--- src/rtl/writeback_unit.sv ---
// Writeback front end: per-lane result FIFOs, same-cycle rd collision ordering, registered RF write ports.
// Optional macro WB_CONFLICT_CNT_EN adds a saturating collision-hold counter output conflict_cnt.
module writeback_unit #(
  parameter int LANE_DEPTH = 2
) (
  input  logic        clk,
  input  logic        rst,
  input  logic        lsu_res_valid,
  output logic        lsu_res_ready,
  input  logic [4:0]  lsu_res_rd,
  input  logic [31:0] lsu_res_data,
  input  logic        ixu1_res_valid,
  output logic        ixu1_res_ready,
  input  logic [4:0]  ixu1_res_rd,
  input  logic [31:0] ixu1_res_data,
  input  logic        ixu2_res_valid,
  output logic        ixu2_res_ready,
  input  logic [4:0]  ixu2_res_rd,
  input  logic [31:0] ixu2_res_data,
  input  logic        branch_res_valid,
  output logic        branch_res_ready,
  input  logic [4:0]  branch_res_rd,
  input  logic [31:0] branch_res_data,
  output logic [4:0]  lsu_rd,
  output logic [31:0] lsu_wr_data,
  output logic        lsu_wr_en,
  output logic [4:0]  ixu1_rd,
  output logic [31:0] ixu1_wr_data,
  output logic        ixu1_wr_en,
  output logic [4:0]  ixu2_rd,
  output logic [31:0] ixu2_wr_data,
  output logic        ixu2_wr_en,
  output logic [4:0]  branch_rd,
  output logic [31:0] branch_wr_data,
  output logic        branch_wr_en,
`ifdef WB_CONFLICT_CNT_EN
  output logic [15:0] conflict_cnt,
`endif
  output logic [31:0] pending_mask
);

  localparam int NL = 4;
  localparam int PW = (LANE_DEPTH > 1) ? $clog2(LANE_DEPTH) : 1;
  localparam int CW = PW + 1;

  logic [NL-1:0] w_in_valid;
  logic [4:0]    w_in_rd   [NL];
  logic [31:0]   w_in_data [NL];
  logic [NL-1:0] w_ready;
  logic [NL-1:0] w_push;
  logic [NL-1:0] w_pop;
  logic [NL-1:0] w_issue;
  logic [NL-1:0] w_held;
  logic [NL-1:0] w_head_valid;
  logic [4:0]    w_head_rd   [NL];
  logic [31:0]   w_head_data [NL];

  logic [4:0]    r_mem_rd   [NL][LANE_DEPTH];
  logic [31:0]   r_mem_data [NL][LANE_DEPTH];
  logic [PW-1:0] r_wptr  [NL];
  logic [PW-1:0] r_rptr  [NL];
  logic [CW-1:0] r_count [NL];
  logic [NL-1:0] r_wr_en;
  logic [4:0]    r_rd      [NL];
  logic [31:0]   r_wr_data [NL];

  assign w_in_valid   = {branch_res_valid, ixu2_res_valid, ixu1_res_valid, lsu_res_valid};
  assign w_in_rd[0]   = lsu_res_rd;
  assign w_in_rd[1]   = ixu1_res_rd;
  assign w_in_rd[2]   = ixu2_res_rd;
  assign w_in_rd[3]   = branch_res_rd;
  assign w_in_data[0] = lsu_res_data;
  assign w_in_data[1] = ixu1_res_data;
  assign w_in_data[2] = ixu2_res_data;
  assign w_in_data[3] = branch_res_data;

  // Ready comes from the registered count only, so a full lane never accepts even if it pops this cycle.
  always_comb begin
    for (int l = 0; l < NL; l++) begin
      w_ready[l]      = ~rst & (r_count[l] < CW'(LANE_DEPTH));
      w_push[l]       = w_in_valid[l] & w_ready[l];
      w_head_valid[l] = (r_count[l] != {CW{1'b0}});
      w_head_rd[l]    = r_mem_rd[l][r_rptr[l]];
      w_head_data[l]  = r_mem_data[l][r_rptr[l]];
    end
  end

  // Head arbitration: a head waits while any lower-index lane holds a head to the same rd.
  always_comb begin
    logic w_coll;
    w_issue = '0;
    w_pop   = '0;
    w_held  = '0;
    for (int l = 0; l < NL; l++) begin
      w_coll = 1'b0;
      for (int k = 0; k < NL; k++) begin
        if (k < l && w_head_valid[k] && (w_head_rd[k] == w_head_rd[l])) begin
          w_coll = 1'b1;
        end else begin
          w_coll = w_coll;
        end
      end
      if (!w_head_valid[l]) begin
        w_pop[l] = 1'b0;
      end else if (w_head_rd[l] == 5'd0) begin
        w_pop[l] = 1'b1;
      end else if (!w_coll) begin
        w_issue[l] = 1'b1;
        w_pop[l]   = 1'b1;
      end else begin
        w_held[l] = 1'b1;
      end
    end
  end

  // FIFO storage, no reset needed: occupancy is tracked by the pointer/count registers.
  always_ff @(posedge clk) begin
    for (int l = 0; l < NL; l++) begin
      if (w_push[l]) begin
        r_mem_rd[l][r_wptr[l]]   <= w_in_rd[l];
        r_mem_data[l][r_wptr[l]] <= w_in_data[l];
      end
    end
  end

  // FIFO pointers, occupancy and registered write-port outputs.
  always_ff @(posedge clk or posedge rst) begin
    if (rst) begin
      for (int l = 0; l < NL; l++) begin
        r_wptr[l]    <= {PW{1'b0}};
        r_rptr[l]    <= {PW{1'b0}};
        r_count[l]   <= {CW{1'b0}};
        r_rd[l]      <= 5'd0;
        r_wr_data[l] <= 32'd0;
      end
      r_wr_en <= '0;
    end else begin
      for (int l = 0; l < NL; l++) begin
        if (w_push[l]) r_wptr[l] <= r_wptr[l] + PW'(1);
        if (w_pop[l])  r_rptr[l] <= r_rptr[l] + PW'(1);
        case ({w_push[l], w_pop[l]})
          2'b10:   r_count[l] <= r_count[l] + CW'(1);
          2'b01:   r_count[l] <= r_count[l] - CW'(1);
          default: r_count[l] <= r_count[l];
        endcase
        r_wr_en[l] <= w_issue[l];
        if (w_issue[l]) begin
          r_rd[l]      <= w_head_rd[l];
          r_wr_data[l] <= w_head_data[l];
        end
      end
    end
  end

  // Pending mask: every live FIFO slot plus every write currently on the RF ports.
  always_comb begin
    logic [31:0]   w_mask;
    logic [PW-1:0] w_off;
    w_mask = 32'd0;
    for (int l = 0; l < NL; l++) begin
      for (int i = 0; i < LANE_DEPTH; i++) begin
        w_off = PW'(i) - r_rptr[l];
        if ({1'b0, w_off} < r_count[l]) begin
          w_mask[r_mem_rd[l][i]] = 1'b1;
        end else begin
          w_mask = w_mask;
        end
      end
      if (r_wr_en[l]) begin
        w_mask[r_rd[l]] = 1'b1;
      end else begin
        w_mask = w_mask;
      end
    end
    w_mask[0]    = 1'b0;
    pending_mask = w_mask;
  end

`ifdef WB_CONFLICT_CNT_EN
  logic [15:0] r_conflict_cnt;
  // Counts cycles with at least one collision hold, saturating.
  always_ff @(posedge clk or posedge rst) begin
    if (rst) begin
      r_conflict_cnt <= 16'd0;
    end else if ((|w_held) && (r_conflict_cnt != 16'hFFFF)) begin
      r_conflict_cnt <= r_conflict_cnt + 16'd1;
    end
  end
  assign conflict_cnt = r_conflict_cnt;
`endif

  assign lsu_res_ready    = w_ready[0];
  assign ixu1_res_ready   = w_ready[1];
  assign ixu2_res_ready   = w_ready[2];
  assign branch_res_ready = w_ready[3];
  assign lsu_wr_en        = r_wr_en[0];
  assign ixu1_wr_en       = r_wr_en[1];
  assign ixu2_wr_en       = r_wr_en[2];
  assign branch_wr_en     = r_wr_en[3];
  assign lsu_rd           = r_rd[0];
  assign ixu1_rd          = r_rd[1];
  assign ixu2_rd          = r_rd[2];
  assign branch_rd        = r_rd[3];
  assign lsu_wr_data      = r_wr_data[0];
  assign ixu1_wr_data     = r_wr_data[1];
  assign ixu2_wr_data     = r_wr_data[2];
  assign branch_wr_data   = r_wr_data[3];

endmodule

--- config.mk ---
export PLATFORM = sky130hd
export DESIGN_NAME = writeback_unit
export DESIGN_NICKNAME = d
export VERILOG_FILES = /design/src/rtl/writeback_unit.sv
export SDC_FILE = /design/constraint.sdc
export NUM_CORES = 1
export LEC_CHECK = 0
export ABC_CLOCK_PERIOD_IN_PS = 12800
export BUFFER_PORTS_ARGS = -buffer_cell sky130_fd_sc_hd__buf_2
export CAP_MARGIN = 20
export CORE_MARGIN = 4
export CORE_UTILIZATION = 30
export CTS_BUF_LIST = sky130_fd_sc_hd__clkbuf_4
export DETAILED_ROUTE_END_ITERATION = 10
export PLACE_DENSITY = 0.52
export SLEW_MARGIN = 20
export SYNTH_ARGS = -nofsm -noshare
export SYNTH_HDL_FRONTEND = slang
export SYNTH_SLANG_ARGS = --single-unit
--- constraint.sdc ---
create_clock -name clk -period 12.8 [get_ports clk]
set_clock_uncertainty 0.15 [all_clocks]
set_input_delay 2.56 -clock clk [delete_from_list [all_inputs] [get_ports clk]]
set_output_delay 2.56 -clock clk [all_outputs]
set_load 0.02 [all_outputs]
* After elaboration in Yosys (flattened, before gate mapping)
Memories as Yosys holds them, arrays and structs flattened. Cells that the tools add are included.
Operators by class: multiplexer cells 116, reduce and logical (&&, ||, !) cells 34, order comparisons 48, equal/unequal tests 14, bitwise logic cells 28, add/sub/neg operators 24
Operators by type and width (number):
- 32-bit 2-to-1 mux | 28
- 32-bit bitwise OR | 11
- 64-bit 2-to-1 mux | 4
- 32-bit demux with 1-bit select | 4
- 5-bit 2-to-1 mux | 16
- 5-bit by 6-bit less-than comparator with 1-bit output (second input constant) | 12
- 1-bit demux with 5-bit select | 12
- 5-bit by 1-bit >= comparator with 1-bit output (second input constant) | 12
- 1-bit 2-to-1 mux | 40
- 10-bit 2-to-1 mux | 4
- 5-bit equality test | 6
- 1-bit logical AND | 22
- 5-bit demux with 1-bit select | 4
- 5-bit logical NOT | 4
- 2-bit >= comparator (second input constant) | 8
- 1-bit by 2-bit less-than comparator with 1-bit output | 8
- 1-bit NOT with 2-bit output | 8
- 2-bit case mux with 2 select lines | 4
- 2-bit nonzero test | 8
- 1-bit adder (second input constant) | 8
- 2-bit by 1-bit adder with 2-bit output (second input constant) | 4
- 1-bit bitwise AND | 8
- 2-bit by 1-bit equality test with 1-bit output (second input constant) | 4
- 2-bit equality test (second input constant) | 4
- other kinds (5) | 21
Storage, ports and cells: flip-flop bits (word level) 168, output and inout bits 188, input bits 154, memories kept 2, bits in writable memories 296, word-level logic and storage cells 287
Memory list:
- r_mem_data | depth 4, width 64, rd ports 4, clocked after memory_dff 0, wr ports 4, RTL line 59 | logic [31:0] r_mem_data [NL][LANE_DEPTH];
- r_mem_rd | depth 4, width 10, rd ports 4, clocked after memory_dff 0, wr ports 4, RTL line 58 | logic [4:0] r_mem_rd [NL][LANE_DEPTH];

* Longest topological paths before layout
An unclocked memory read counts as a cell.
depth in word-level cells 28, gate-level depth with buffers 12, gate-level depth less buffers 10

* Worst setup path after synthesis
No wires, ideal clock.
kind input port to output port, start point input port rst, end point output port branch_res_ready, data arrival time 2.902 ns, path slack 7.188 ns, stages 1, required time 10.090 ns, cell sequence nor2_1
On the way: word-level cells in the longest chain between the ends 2
Ends and longest elaborated chain:
- from (decl) | RTL line 7 | input logic rst,
- 1-bit NOT | RTL line 80 | w_ready[l] = ~rst & (r_count[l] < CW'(LANE_DEPTH));
- 1-bit bitwise AND | RTL line 80
- to (decl) | RTL line 21 | output logic branch_res_ready,
Every way passes these cells.

* Worst setup path in the final report
start point register r_rptr[0] (netlist bit), end point output port pending_mask[19]
On the way: word-level cells in the longest chain between the ends 7
Ends and longest elaborated chain:
- from (decl) | RTL line 61 | logic [PW-1:0] r_rptr [NL];
- from (signal, indexed assignment) | RTL line 131 | r_rptr[l] <= {PW{1'b0}};
- from (signal, indexed assignment) | RTL line 140 | if (w_pop[l]) r_rptr[l] <= r_rptr[l] + PW'(1);
- 1-bit subtractor | RTL line 162 | w_off = PW'(i) - r_rptr[l];
- 1-bit by 2-bit less-than comparator with 1-bit output | RTL line 163 | if ({1'b0, w_off} < r_count[l]) begin
- 32-bit 2-to-1 mux | RTL line 163
- 32-bit bitwise OR (no line)
- 32-bit 2-to-1 mux * | RTL line 163
- 32-bit bitwise OR (no line)
- 32-bit 2-to-1 mux * | RTL line 169 | if (r_wr_en[l]) begin
- to (decl) | RTL line 39 | output logic [31:0] pending_mask
Every way passes the cells marked *; elsewhere a longest branch is shown, timed or not.

==> reports/summary.txt <==
Clk Latency, worst-skew pair = 0.89 ns
Design Area, Final = 0.0254 sq mm
Antenna Nets Post-Route = 0
Post-CTS Hold Buffers = 0
Combinational Power Share = 42.0%
WP buf/inv = 3
Ranking of synthesized cells by area = edfxtp_1, dfrtp_1, mux2_2
Mean Syn Cell Area = 13.1 sq um
Max Freq = 154 MHz
Die area = 0.0736 sq mm
Max Buffers Root-to-Sink = 3
Synth unique cells = 67
Vias in the first global route = 15.7k
Setup_tns = 0 ns
Slew HR = 20.6%
Dominant synthesized flop cell = edfxtp_1
Share of cells above drive strength 1 = 36.3%
Routability congestion estimate from global placement = 0.929
Grt ovf = 0
Port bufs = 340
Hold Path Depth = 2
Die H = 271 um
Root buf cell = clkbuf_4
CTS tree = done
Worst vdd ir = 108 uV
Vias/cell = 5.06
Status = completed
Vias = 15.4k
CTS Buf Count = 131
Power Density = 256 mW/mm^2
Pre-CTS setup slack = 6.80 ns
MaxCap Viol Count = 0
Starting density of the core = 30.3%
Global-route wire length before repair = 105000 um
Largest net degree at the start of global routing = 107
Switching Fraction = 41.3%
CP max stage delay = 0.57 ns
Slew Viols, Final = 0
Final worst slack = 6.30 ns
Fin util = 36.9%
Count of final setup violators = 0
CP max-delay cell = nand3b_1
Syn Nets = 1743
Area of the core = 0.0687 sq mm
Synthesis-stage register bit count = 464
Critical path data required time = 10.09 ns
Sequential fraction of the synthesis area = 62.9%
DRT Wirelength = 72900 um
Slew of the pin with the lowest slew margin = 1.19 ns
TritonCTS Sinks = 464
Critical path class = reg -> out
Clock-pin slew on the worst setup and hold paths = 0.07 ns
CP Cell Sequence = buf_4, inv_1, a21oi_1, nand3b_1, o22ai_1, a2111oi_0, o2111ai_1, buf_2
Tmin final = 6.50 ns
Num rows = 96
Final hold vios = 0
Internal = 3.80 mW
Detailed Route Iter0 Violations = 1243
Post-synth top area cell = edfxtp_1
Synth Warn # = 0
Initial antenna violation count = 14
CP arrival = 3.79 ns
Mapped Area = 0.0208 sq mm
Routed wire length per instance = 23.9 um
Worst setup SP type = flop
Leak = 10.0 nW
DR DRC count = 0
Post-DP Area = 0.0235 sq mm
Unrepaired setup endpoints after global routing = no
Worst path depth = 8
Ports = 342
Die width = 271 um
Top delay family on crit path = compound AO/OA/AOI/OAI gates
Psw = 2.68 mW
Crit share post-route = 50.8%
Sequential Power Share = 35.8%
CTS resizes = 0
Mapped Cells = 1585
CP Max Fanout = 44
Area Overhead vs Synth = 21.9%
Clock power frac = 22.1%
Reg2Reg Depth = 8
Post-synth EDFFs = 296
Post-synth top area share = 42.7%
Overall routing resource usage = 19.3%
Asr flop ratio synth = 36.2%
Critical Path Sink Type = output port
Worst min path class = reg -> reg
First-pass DRT Iterations = 5
Final-stage net count = 2154
Setup repair bufs after CTS = 0
H-tree level count = 4
Hpwl dp = 51600 um
-- worst min-delay path: cells and delay by family, from the launching register on --
family / cells / cell delay, ns
AND/OR/NAND/NOR: 1 / 0.04
AO/OA/AOI/OAI: 1 / 0.06
flip-flops: 1 / 0.34
-- cells in the final DEF, fill, tap and decap left out, types with 8 or more instances in the layout --
cell        n
a21oi_1    51
a221oi_1   20
a22oi_1    39
a32oi_1    11
and3_1      8
buf_2     340
buf_4      30
clkbuf_4  205
clkinv_1   22
dfrtp_1   164
diode_2     9
edfxtp_1  296
inv_1      27
mux2_2    100
mux2_4     28
mux2i_1    83
mux2i_2     9
nand2_1   110
nand2b_1   15
nand3_1    33
nand3b_1   21
nand4_1    12
nor2_1    122
nor3_1     42
nor3b_1    17
nor4_1      9
o21ai_0    47
o22ai_1    52
or3_1       8
or3b_2      9
xnor2_1    23
xor2_1     24
-- power groups by stage --
| stage | Clock, mW | Combinational (mW) | Sequential [mW] |
|---|---|---|---|
| after floorplan | 0 | 1.58 | 2.50 |
| after global placement | 0 | 2.73 | 2.33 |
| after detailed placement | 0 | 2.74 | 2.35 |
| after CTS | 1.51 | 2.75 | 2.33 |
| after global routing | 1.60 | 2.92 | 2.37 |
| final | 1.44 | 2.73 | 2.32 |
-- sequential cells by signal (all words and copies together) (netlist names), 5 cells and up --
name            cells
lsu_rd              5
ixu2_rd             5
r_mem_data        256
ixu2_wr_data       32
branch_wr_data     32
r_mem_rd           40
branch_rd           5
lsu_wr_data        32
ixu1_rd             5
ixu1_wr_data       32
r_count             8
-- synthesized netlist by cell type (5+ instances only) --
cell,number
or3b_2,9
edfxtp_1,296
buf_4,6
or2_2,5
mux2_2,100
o21ai_0,47
nand2_1,110
nor4_1,9
nand3b_1,21
buf_2,16
o22ai_1,52
a22oi_1,39
mux2i_2,9
nor3_1,42
xor2_1,24
and3b_1,7
a221oi_1,20
clkbuf_1,61
or3_1,8
a2111oi_0,8
nand3_1,33
o221ai_1,5
mux2_4,28
nor2_1,126
mux2i_1,83
xnor2_1,23
and2_1,5
dfrtp_1,168
and3_1,11
inv_1,28
nor3b_1,19
a211oi_1,7
o211ai_1,7
nand2b_1,15
nand4_1,12
a32oi_1,11
a21oi_1,51
a21o_1,5
-- routing by layer --
layer,GRT usage (%),share of wire (%)
met5,0,0.056
met4,6.19,2.4
met3,6.34,8.1
met2,30.8,47
met1,25.0,43
-- stage by stage --
step                hold slack, ns  total power [mW]  std cells
floorplan                    0.311              4.08       1585
global placement             0.308              5.06       2794
detailed placement           0.320              5.09       2794
CTS                          0.334              6.58       3036
global route                 0.349              6.88       3040
finish                       0.324              6.49       3045
-- cell families (layout without fill, tap and decap cells) --
group,Yosys count,after routing,share of synthesized area [%]
xor+xnor,48,48,2.06
other cells,1,10,0.0180
buf+inv,120,640,2.70
mux,222,222,12.2
fa+ha+maj,4,4,0.241
flops,464,464,62.9
simple gates,444,444,10.6
compound gates,282,282,9.21
-- worst paths after layout --
kind / from / end / slack [ns]
worst max-delay path: r_rptr[0] / pending_mask[19] / 6.30
worst max register to register: r_rptr[0] / branch_wr_data[14] / 8.45
max in group asynchronous: rst / r_rptr[2] / 9.21
worst min register to register: lsu_wr_data[0] / lsu_wr_data[0] / 0.32
worst min-delay path: lsu_wr_data[0] / lsu_wr_data[0] / 0.32
min in group asynchronous: rst / lsu_wr_data[21] / 1.78
-- area by class of cell --
cell class / count / area [sq um]
clock inverters: 37 / 273
well taps: 931 / 1160
inverters: 28 / 113
repair buffers: 370 / 1930
clock buffers: 205 / 1540
fillers: 6846 / 43300
diodes: 9 / 22.5
flip-flops and latches: 464 / 13100
multi-input cells: 1001 / 7220
No activity file was read; power rests on OpenSTA's default activity.
